$ cat config.mk
export PLATFORM = sky130hd
export DESIGN_NAME = instruction_fetch_queue
export DESIGN_NICKNAME = d
export VERILOG_FILES = /design/src/rtl/instruction_fetch_queue.sv
export SDC_FILE = /design/constraint.sdc
export NUM_CORES = 1
export LEC_CHECK = 0
export ABC_CLOCK_PERIOD_IN_PS = 2700
export CAP_MARGIN = 10
export CORE_MARGIN = 2
export CORE_UTILIZATION = 40
export CTS_BUF_LIST = sky130_fd_sc_hd__clkbuf_4
export CTS_CLUSTER_SIZE = 40
export DETAILED_ROUTE_END_ITERATION = 8
export PLACE_DENSITY = 0.66
export SLEW_MARGIN = 40
export SYNTH_ARGS = -nofsm -noshare
export SYNTH_HDL_FRONTEND = slang
export SYNTH_SLANG_ARGS = --single-unit
$ cat constraint.sdc
create_clock -name clk -period 2.7 [get_ports clk]
set_input_delay 0.27 -clock clk [delete_from_list [all_inputs] [get_ports clk]]
set_output_delay 0.27 -clock clk [all_outputs]
set_load 0.02 [all_outputs]
$ cat src/rtl/instruction_fetch_queue.sv
// instruction_fetch_queue: fetch stage for the BeeF core.
// A registered fetch pc drives a 1-cycle-latency instruction ROM. Returning words and
// their addresses land in a DEPTH-entry prefetch FIFO, and the FIFO head is offered
// to decode through a valid/ready handshake. The stage also handles redirects
// (flush and restart), NOP substitution while a bracket search is active, and a
// one-cycle delay bubble.
// Optional feature: define IFQ_BYPASS_EN so that ROM data can reach the outputs in the
// same cycle it returns, but only while the FIFO is empty.
module instruction_fetch_queue #(
  parameter int              IW       = 9,
  parameter int              AW       = 16,
  parameter int              DEPTH    = 4,
  parameter logic [AW-1:0]   RESET_PC = '0,
  parameter logic [IW-1:0]   NOP      = '0
) (
  input  logic                       clk,
  input  logic                       reset,
  output logic [AW-1:0]              imem_addr,
  input  logic [IW-1:0]              imem_data,
  input  logic                       redirect,
  input  logic [AW-1:0]              redirect_pc,
  input  logic                       searching,
  input  logic                       delay,
  input  logic                       delayed_op,
  input  logic                       ready,
  output logic                       valid,
  output logic [IW-1:0]              instruction,
  output logic [AW-1:0]              inst_pc,
  output logic                       delay_op,
  output logic                       delayed,
  output logic [$clog2(DEPTH):0]     occupancy
);

  localparam int PW = $clog2(DEPTH);
  localparam int CW = PW + 1;

  logic [AW-1:0] fpc_q, fpc_d;
  logic          infl_q, infl_d;
  logic [AW-1:0] infl_addr_q, infl_addr_d;
  logic [PW-1:0] wr_ptr_q, wr_ptr_d;
  logic [PW-1:0] rd_ptr_q, rd_ptr_d;
  logic [CW-1:0] count_q, count_d;
  logic          delayed_q, delayed_d;
  logic          delay_op_q, delay_op_d;
  logic [IW-1:0] instr_mem_q [DEPTH];
  logic [IW-1:0] instr_mem_d [DEPTH];
  logic [AW-1:0] pc_mem_q [DEPTH];
  logic [AW-1:0] pc_mem_d [DEPTH];

  logic          fifo_empty;
  logic          bypass;
  logic          valid_int;
  logic [IW-1:0] head_instr;
  logic [AW-1:0] head_pc;
  logic          pop;
  logic          fifo_pop;
  logic          push;
  logic [CW-1:0] level;
  logic          issue;

  // Handshake decode: head selection, pop/push/issue qualification.
  always_comb begin
    fifo_empty = (count_q == '0);
    bypass     = 1'b0;
`ifdef IFQ_BYPASS_EN
    // Returning data is only shown directly when nothing older is queued and a
    // redirect is not throwing it away this cycle.
    bypass     = fifo_empty & infl_q & ~redirect;
`endif
    valid_int  = ~fifo_empty | bypass;
    head_instr = bypass ? imem_data   : instr_mem_q[rd_ptr_q];
    head_pc    = bypass ? infl_addr_q : pc_mem_q[rd_ptr_q];
    pop        = valid_int & ready & ~delayed_q & ~redirect;
    fifo_pop   = pop & ~bypass;
    // A bypassed word that is consumed in its arrival cycle never enters the FIFO.
    push       = infl_q & ~redirect & ~(bypass & pop);
    // Counting the in-flight request reserves its slot, so the FIFO cannot overflow.
    level      = count_q + CW'(infl_q);
    issue      = ~redirect & (level < CW'(DEPTH));
  end

  // Next-state computation for fetch pc, in-flight tracking, FIFO pointers and bubble.
  always_comb begin
    fpc_d       = fpc_q;
    infl_d      = issue;
    infl_addr_d = infl_addr_q;
    wr_ptr_d    = wr_ptr_q;
    rd_ptr_d    = rd_ptr_q;
    count_d     = count_q;
    delayed_d   = delay;
    delay_op_d  = delay ? delayed_op : delay_op_q;
    if (redirect) begin
      fpc_d    = redirect_pc;
      wr_ptr_d = '0;
      rd_ptr_d = '0;
      count_d  = '0;
    end else begin
      if (issue) begin
        fpc_d       = fpc_q + AW'(1);
        infl_addr_d = fpc_q;
      end
      if (push)     wr_ptr_d = wr_ptr_q + PW'(1);
      if (fifo_pop) rd_ptr_d = rd_ptr_q + PW'(1);
      count_d = count_q + CW'(push) - CW'(fifo_pop);
    end
  end

  // FIFO storage write port.
  always_comb begin
    instr_mem_d = instr_mem_q;
    pc_mem_d    = pc_mem_q;
    if (push) begin
      instr_mem_d[wr_ptr_q] = imem_data;
      pc_mem_d[wr_ptr_q]    = infl_addr_q;
    end
  end

  // Control state registers with synchronous reset.
  always_ff @(posedge clk) begin
    if (reset) begin
      fpc_q       <= RESET_PC;
      infl_q      <= 1'b0;
      infl_addr_q <= '0;
      wr_ptr_q    <= '0;
      rd_ptr_q    <= '0;
      count_q     <= '0;
      delayed_q   <= 1'b0;
      delay_op_q  <= 1'b0;
    end else begin
      fpc_q       <= fpc_d;
      infl_q      <= infl_d;
      infl_addr_q <= infl_addr_d;
      wr_ptr_q    <= wr_ptr_d;
      rd_ptr_q    <= rd_ptr_d;
      count_q     <= count_d;
      delayed_q   <= delayed_d;
      delay_op_q  <= delay_op_d;
    end
  end

  // FIFO storage; contents are qualified by count/pointers, so no reset is needed.
  always_ff @(posedge clk) begin
    instr_mem_q <= instr_mem_d;
    pc_mem_q    <= pc_mem_d;
  end

  // Output drive: NOP whenever nothing is valid, a search is active or a bubble is shown.
  always_comb begin
    imem_addr   = fpc_q;
    valid       = valid_int;
    instruction = (valid_int & ~searching & ~delayed_q) ? head_instr : NOP;
    inst_pc     = valid_int ? head_pc : '0;
    delayed     = delayed_q;
    delay_op    = delay_op_q;
    occupancy   = count_q;
  end

endmodule
# [After elaboration in Yosys (flattened, before gate mapping)]
# Cells that the tools add are included.
[word_totals] regBits=142 inputBits=32 wordCells=60
[op_classes] add_sub_neg=6 n_lt_le_gt_ge=4 mux=16 n_bitwise=13 n_reduce_logical=5
[ops] cell="2-to-1 mux 16 bit" count=6
[ops] cell="bitwise mux 64 bit" count=1
[ops] cell="bitwise mux 36 bit" count=1
[ops] cell="2-to-1 mux 9 bit" count=4
[ops] cell="binary-select mux 16 bit (select 2 bit)" count=1
[ops] cell="demux 16 bit (select 2 bit)" count=1
[ops] cell="binary-select mux 9 bit (select 2 bit)" count=1
[ops] cell="demux 9 bit (select 2 bit)" count=1
[ops] cell="adder 16 x 1 -> 16 bit (second input constant)" count=1
[ops] cell="bitwise AND 1 bit" count=7
[ops] cell="adder 3 x 1 -> 3 bit" count=2
[ops] cell="greater-or-equal comparator 3 bit (second input constant)" count=2
[ops] cell="inverter 2 -> 3 bit" count=2
[ops] cell="adder 2 x 1 -> 2 bit (second input constant)" count=2
[ops] cell="inverter 1 bit" count=4
[ops] cell="logical NOT 3 bit" count=1
[ops] cell="less-than comparator 3 x 1 -> 1 bit (second input constant)" count=1
[ops] cell="less-than comparator 3 bit (second input constant)" count=1
[ops] cell="subtractor 3 x 1 -> 3 bit" count=1
[ops] cell="AND reduction 2 bit" count=1
[ops] cell="nonzero test 2 bit" count=1
[ops] cell="OR reduction 2 bit" count=1
[ops] cell="logical AND 1 bit" count=1

# [Depth between registers and ports, before layout]
# Gate-level depths: netlist of the first run.
[depth] depth_word=6 ltp_mapped=12 ltp_nobuf=10

# [Least setup slack after synthesis of the first run]
# Ideal clock, no wire load.
[synth_timing] path_kind="reg-to-reg" start="register count_q[2], in the netlist occupancy[2]" end="register count_q[2], in the netlist occupancy[2]" arrival_ps=2317 path_slack_ps=262 stages_incl_launch_ff=13 path_buffers=2 period_less_slack_ps=2438 cell_sequence="dfxtp_1 -> buf_4 -> nor3_1 -> clkbuf_1 -> nor3_1 -> ha_1 -> inv_1 -> ha_1 -> inv_1 -> fa_1 -> xor2_1 -> xnor2_1 -> nor2_1"
[synth_between] elab_chain_len=6 word_cells_on_any_way=7 classes_between="add/sub: 2; bitwise: 4; reduce/logical: 1"
[synth_rtl] element="start: declaration" line="42" rtl="logic [CW-1:0] count_q, count_d;"
[synth_rtl] element="start signal: assignment" line="135" rtl="count_q <= count_d;"
[synth_rtl] element="logical NOT 3 bit" line="63" rtl="fifo_empty = (count_q == '0);"
[synth_rtl] element="inverter 1 bit" line="70" rtl="valid_int = ~fifo_empty | bypass;"
[synth_rtl] element="bitwise AND 1 bit (3 in series)" line="73" rtl="pop = valid_int & ready & ~delayed_q & ~redirect;"
[synth_rtl] element="named net fifo_pop" line="56" rtl="logic fifo_pop;"
[synth_rtl] element="subtractor 3 x 1 -> 3 bit" line="104" rtl="count_d = count_q + CW'(push) - CW'(fifo_pop);"
# The timed path passes the listed nets, and every way through them passes these cells.
# A chain may end at the register's enable or synchronous reset.

# [Worst setup path in the final report of the first run]
[layout_timing] start="register rd_ptr_q[0]" end="output port inst_pc[1]"
[layout_between] elab_chain_len=5
[layout_rtl] element="start: declaration" line="41" rtl="logic [PW-1:0] rd_ptr_q, rd_ptr_d;"
[layout_rtl] element="start signal: assignment" line="134" rtl="rd_ptr_q <= rd_ptr_d;"
[layout_rtl] element="inverter 2 -> 3 bit (implied by the code)" line="72" rtl="head_pc = bypass ? infl_addr_q : pc_mem_q[rd_ptr_q];"
[layout_rtl] element="binary-select mux 16 bit (select 2 bit)" line="72"
[layout_rtl] element="2-to-1 mux 16 bit (implied by the code) (2 in series)" line="72"
[layout_rtl] element="2-to-1 mux 16 bit" line="152" rtl="inst_pc = valid_int ? head_pc : '0;"
[layout_rtl] element="end: declaration" line="28" rtl="output logic [AW-1:0] inst_pc,"
# Every way passes these cells. The select of a mux whose other input is x is not followed.

==> flow_summary.json, run 1 <==
{
  "antenna_found_initial": 0,
  "wl_um": 11800,
  "arrival_ns": 2.30,
  "via_per_inst": 5.24,
  "grt_start_max_net_pins": 36,
  "crit_family": "buffers and inverters",
  "ys_types": 42,
  "cp_slowest_cell": "clkdlybuf4s50_1",
  "maxCapViolCount": 0,
  "synth_seq_cells": 142,
  "areaGrowthSynthToFinish_pct": 22.9,
  "cts_max_level": 4,
  "hpwl_um": 7560,
  "clk_pin_slew_ns": 0.12,
  "period_needed_ns": 2.57,
  "use_met3_pct": 4.60,
  "gp_congestion": 0.796,
  "combPwrFrac_pct": 6.4,
  "pre_cts_slack_ns": 0.167,
  "fill_cells": 1242,
  "drc": 0,
  "post_cts_buffers": 0,
  "switching_power_uw": 906,
  "clkPwrFrac_pct": 35.3,
  "powerDensity_mw_per_mm2": 578,
  "drive_above_1_share_pct": 16.0,
  "synth_edf_count": 100,
  "grt_pass1_vias": 3775,
  "power_leakage_nw": 2.43,
  "worstSetupStartpointType": "register",
  "use_met2_pct": 25.8,
  "synth_seq_area_share_pct": 65.8,
  "pwr-share-seq_pct": 58.3,
  "critPathMaxFanout": 14,
  "fmax_mhz": 389,
  "synthesis.nets": 443,
  "cts_buffers": 17,
  "hold_viol": 0,
  "gr-total-overflow": 0,
  "dp.cells": 651,
  "ant_nets": 0,
  "cts_tree": "built",
  "sw_frac_of_total_pct": 21.8,
  "async_flop_share_pct": 0,
  "seq_area_mm2": 0.00385,
  "cp-end-kind": "output pin",
  "required_ns": 2.43,
  "setup_violations": 0,
  "min_period_over_period_pct": 95.2,
  "peakVddDrop_uv": 239,
  "worstHoldPathType": "in2reg",
  "die_y_um": 125,
  "final_common_cell": "edfxtp_1",
  "syn_area_per_cell_um2": 14.5,
  "setup_ws_ns": 0.130,
  "drtPass1Iterations": 5,
  "die_area_mm2": 0.0156,
  "core-area_mm2": 0.0144,
  "synthCells": 403,
  "clock-skew-final_ns": 0.0147,
  "path_cells": "buf_8 > mux4_2 > nor2b_1 > clkdlybuf4s50_1",
  "busiest_layer": "met2",
  "fp-row-count": 44,
  "die_x_um": 125,
  "start_util_pct": 40.5,
  "instances_no_fill": 683,
  "diodes": 0,
  "groute.usage.overall_pct": 16.0,
  "grt_pass1_wl_um": 19500,
  "gr-usage-met1_pct": 20.9,
  "cts-root-buf": "clkbuf_4",
  "clock_path_buffers": 2,
  "multi_input_area_mm2": 0.00184,
  "final_cell_mix": "edfxtp_1, clkdlybuf4s50_1, dfxtp_1",
  "syn-cell-area_mm2": 0.00584,
  "via_count": 3576,
  "outcome": "finished, final reports clean",
  "port_buffers": 78,
  "yosysWarnings": 0,
  "first_iter_violations": 205,
  "worstMarginPinSlew_ns": 0.397,
  "synthFlopType": "edfxtp_1",
  "p_int_mw": 3.24,
  "path_class": "reg2out",
  "path_buf_inv": 2,
  "postCtsHoldBufs": 0,
  "max_stage_delay_ns": 0.54,
  "drv_slew": 0,
  "clk_latency_ns": 0.52,
  "clock-sinks": 142,
  "wl_per_cell_um": 17.2,
  "rsz0062_at_grt": "false",
  "fin_tns_setup_ns": 0,
  "maxSlewHeadroom_pct": 73.5,
  "final_nets": 526,
  "io_pins": 79
}
==> registers in the layout, summed over array words and instances, names as in the netlist <==
| signal | cells |
|---|---|
| infl_q | 1 |
| wr_ptr_q | 2 |
| delayed | 1 |
| pc_mem_q | 64 |
| instr_mem_q | 36 |
| infl_addr_q | 16 |
| rd_ptr_q | 2 |
| delay_op | 1 |
| imem_addr | 16 |
| occupancy | 3 |
==> metrics by stage <==
| stage | util (%) | total power, mW | hold WS [ns] | area (µm²) |
|---|---|---|---|---|
| floorplan | - | 2.59 | 0.369 | 5840 |
| global placement | 47.4 | 2.73 | 0.468 | 6830 |
| detailed placement | 47.4 | 2.73 | 0.478 | 6830 |
| CTS | 49.6 | 4.19 | 0.275 | 7160 |
| global route | 49.8 | 4.31 | 0.278 | 7180 |
| finish | 49.8 | 4.15 | 0.320 | 7180 |
==> power by group through the flow <==
stage	Clock (mW)	Combinational [mW]	Sequential, mW
5_1_grt	1.59	0.289	2.43
2_1_floorplan	0	0.118	2.47
3_5_place_dp	0	0.264	2.47
4_1_cts	1.50	0.267	2.42
6_report	1.46	0.264	2.42
3_3_place_gp	0	0.261	2.47
==> layout make-up <==
type	count	area share, %
Sequential cell	142	53.6
Multi-Input combinational cell	223	25.6
Timing Repair Buffer	92	12.7
Tap cell	184	3.21
Clock inverter	13	2.39
Clock buffer	19	1.99
Inverter	10	0.523
==> kinds of logic after synthesis <==
family	count (synthesis)	synth area share [%]
AO/OA/AOI/OAI	63	6.62
AND/OR/NAND/NOR	112	10.8
buffers and inverters	38	2.93
flip-flops	142	65.8
multiplexers	28	10.2
XOR/XNOR	12	1.80
adder cells (fa/ha/maj)	8	1.84
==> metal layers <==
layer | share of wire, % | up-vias | routed length [µm]
li1 | - | 1706 | -
met3 | 5.8 | 15 | 677
met1 | 43 | 1743 | 5110
met4 | 1.4 | 0 | 166
met5 | 0 | - | 0
met2 | 49 | 112 | 5810
==> tightest hold or removal path, stage by stage <==
cell	delay [ns]
clkdlybuf4s50_1	0.39
nor2_1	0.08
a211oi_1	0.06
==> synthesized netlist by cell type (all sizes together), types with 5 or more instances <==
cell type	number	area [µm²]
o31ai	5	37.5
nand3	22	115
o21ai	19	95.1
nor2	18	67.6
or4	6	48.8
clkbuf	19	71.3
nand2	12	45.0
mux4	25	563
dfxtp	42	841
a311oi	8	70.1
nor3	5	25.0
buf	9	62.6
and2	8	50.1
xnor2	8	70.1
edfxtp	100	3000
inv	10	37.5
a21oi	18	90.1
ha	7	87.6
nor2b	27	169
==> path summary, 6_finish.rpt <==
path / to / slack, ns / from / depth (start not counted)
setup reg to reg: occupancy[2] / 0.56 / occupancy[2] / 10
hold reg to reg: pc_mem_q[11] / 0.50 / infl_addr_q[11] / 0
setup / recovery: inst_pc[1] / 0.13 / rd_ptr_q[0] / 4
hold / removal: imem_addr[2] / 0.32 / redirect_pc[2] / 3
==> timing repair <==
action                                  in CTS  in global routing
endpoints found under the setup margin      18                 19
pin swaps                                    0                  0
gates resized for setup                      4                  8
No activity file was read; power rests on OpenSTA's default activity.
==> inputs of run 2 (changes only) <==
--- a/config.mk
+++ b/config.mk
@@ -5,8 +5,7 @@
 export SDC_FILE = /design/constraint.sdc
 export NUM_CORES = 1
 export LEC_CHECK = 0
-export ABC_CLOCK_PERIOD_IN_PS = 2700
-export CAP_MARGIN = 10
+export ABC_CLOCK_PERIOD_IN_PS = 2500
 export CORE_MARGIN = 2
 export CORE_UTILIZATION = 40
 export CTS_BUF_LIST = sky130_fd_sc_hd__clkbuf_4
==> constraint.sdc (replaced) <==
create_clock -name clk -period 2.5 [get_ports clk]
set_input_delay 0.25 -clock clk [delete_from_list [all_inputs] [get_ports clk]]
set_output_delay 0.25 -clock clk [all_outputs]
set_load 0.02 [all_outputs]
==> flow_summary.json, run 2 (synthesized netlist as in run 1, its figures left out) <==
{
  "outcome": "finished, final reports clean",
  "start_util_pct": 40.5,
  "period_needed_ns": 2.39,
  "drtPass1Iterations": 4,
  "critPathMaxFanout": 13,
  "grt_pass1_wl_um": 18900,
  "worstSetupStartpointType": "register",
  "hold_depth": 3,
  "seq_area_mm2": 0.00385,
  "groute.usage.overall_pct": 15.7,
  "diodes": 0,
  "maxSlewHeadroom_pct": 73.2,
  "arrival_ns": 2.14,
  "grt_start_max_net_pins": 36,
  "io_pins": 79,
  "areaGrowthSynthToFinish_pct": 22.8,
  "holdWs_ns": 0.308,
  "rr_startpoint": "occupancy[1]",
  "cts-root-buf": "clkbuf_4",
  "drv_slew": 0,
  "antenna_found_initial": 0,
  "cts_tree": "built",
  "via_per_inst": 5.22,
  "cp-end-kind": "output pin",
  "finalPower_mw": 4.38,
  "regMostFlops": "pc_mem_q",
  "wl_um": 11800,
  "dp.cells": 655,
  "clock_path_buffers": 2,
  "hp-start": "redirect_pc[2]",
  "path_class": "reg2out",
  "grt_pass1_vias": 3640,
  "power_leakage_nw": 2.51,
  "drc": 0,
  "ant_nets": 0,
  "worstHoldPathType": "in2reg",
  "reg_top3": "pc_mem_q x64, instr_mem_q x36",
  "gp_congestion": 0.807,
  "clock-skew-final_ns": 0.0172,
  "die_x_um": 125,
  "final_common_cell": "edfxtp_1",
  "drive_above_1_share_pct": 16.5,
  "hpwl_um": 7640,
  "peakVddDrop_uv": 225,
  "r2r_setup_slack_ns": 0.28,
  "worstMarginPinSlew_ns": 0.403,
  "die_y_um": 125,
  "fmax_mhz": 419,
  "r2r_end": "occupancy[2]",
  "final_nets": 531,
  "hold_end": "imem_addr[2]",
  "post_cts_buffers": 0,
  "first_iter_violations": 202,
  "cts_buffers": 17,
  "final_cell_mix": "edfxtp_1, clkdlybuf4s50_1, dfxtp_1",
  "clock-sinks": 142,
  "die_area_mm2": 0.0156,
  "maxCapViolCount": 0,
  "multi_input_area_mm2": 0.00185,
  "min_period_over_period_pct": 95.6,
  "clk_pin_slew_ns": 0.11,
  "instances_no_fill": 688,
  "r2r_cells": 10,
  "required_ns": 2.25,
  "via_count": 3588,
  "fp-row-count": 44,
  "wl_per_cell_um": 17.2,
  "clk_latency_ns": 0.52,
  "port_buffers": 78,
  "setup_violations": 0,
  "cts_max_level": 4,
  "postCtsHoldBufs": 0,
  "largest_reg_flops": 64,
  "fill_cells": 1296,
  "gr-total-overflow": 0,
  "hold_viol": 0,
  "powerDensity_mw_per_mm2": 610,
  "core-area_mm2": 0.0144
}
-- run 2: cell types whose count changed in the layout (fill, tap and decap cells not counted), sizes merged, moves of 2 or more --
cell,change
buf,+5
clkbuf,+3
dlymetal6s2s,-4
clkdlybuf4s50,-21
dlygate4sd2,+25
clkinvlp,-2
-- run 2: worst max-delay path by stage --
stage / start / slack (ns) / to
global placement: redirect / 0.12 / occupancy[2]
finish: rd_ptr_q[0] / 0.11 / inst_pc[4]
CTS: rd_ptr_q[0] / 0.03 / inst_pc[4]
global route: rd_ptr_q[0] / -0.001 / inst_pc[4]
detailed placement: redirect / 0.04 / occupancy[2]
floorplan: occupancy[2] / 0.06 / occupancy[2]
-- run 2: routing by layer --
layer  GRT usage, %  wire (µm)  vias up
li1               -          -     1716
met1           19.9       5240     1748
met2           26.2       5850      112
met3           4.51        611       12
met4           4.90        123        0
met5              0          0        -
-- run 2: layout make-up --
type | count | area share [%]
repair buffers | 97 | 12.9
multi-input cells | 223 | 25.7
flip-flops and latches | 142 | 53.6
well taps | 184 | 3.21
clock inverters | 10 | 1.71
clock buffers | 22 | 2.30
inverters | 10 | 0.523
-- run 2: timing repair --
action                                  4_1_cts  5_1_grt
cloned                                        1        0
endpoints found under the hold margin         0        0
endpoints found under the setup margin       25        2
resized for setup                            29        2
-- run 2: worst max-delay path, stage by stage (launching register included) --
cell           delay (ns)
dfxtp_4              0.44
buf_12               0.19
mux4_2               0.54
nor2b_1              0.15
dlygate4sd2_1        0.32
-- run 2: power by group --
group / internal [mW] / switching [mW] / leakage (nW) / total, mW
Sequential: 2.55 / 0.0600 / 1.33 / 2.61
Combinational: 0.146 / 0.142 / 1.02 / 0.288
Clock: 0.736 / 0.741 / 0.165 / 1.48
Total: 3.44 / 0.942 / 2.51 / 4.38
-- run 2: metrics by stage --
stage          cell area (µm²)  utilization, %  setup slack [ns]  setup TNS, ns
6_report                  7180            49.8             0.111              0
5_1_grt                   7180            49.8          -0.00117       -0.00117
3_5_place_dp              6880            47.7            0.0422              0
4_1_cts                   7170            49.7            0.0268              0
3_3_place_gp              6880            47.7             0.123              0
2_1_floorplan             5840               -            0.0617              0
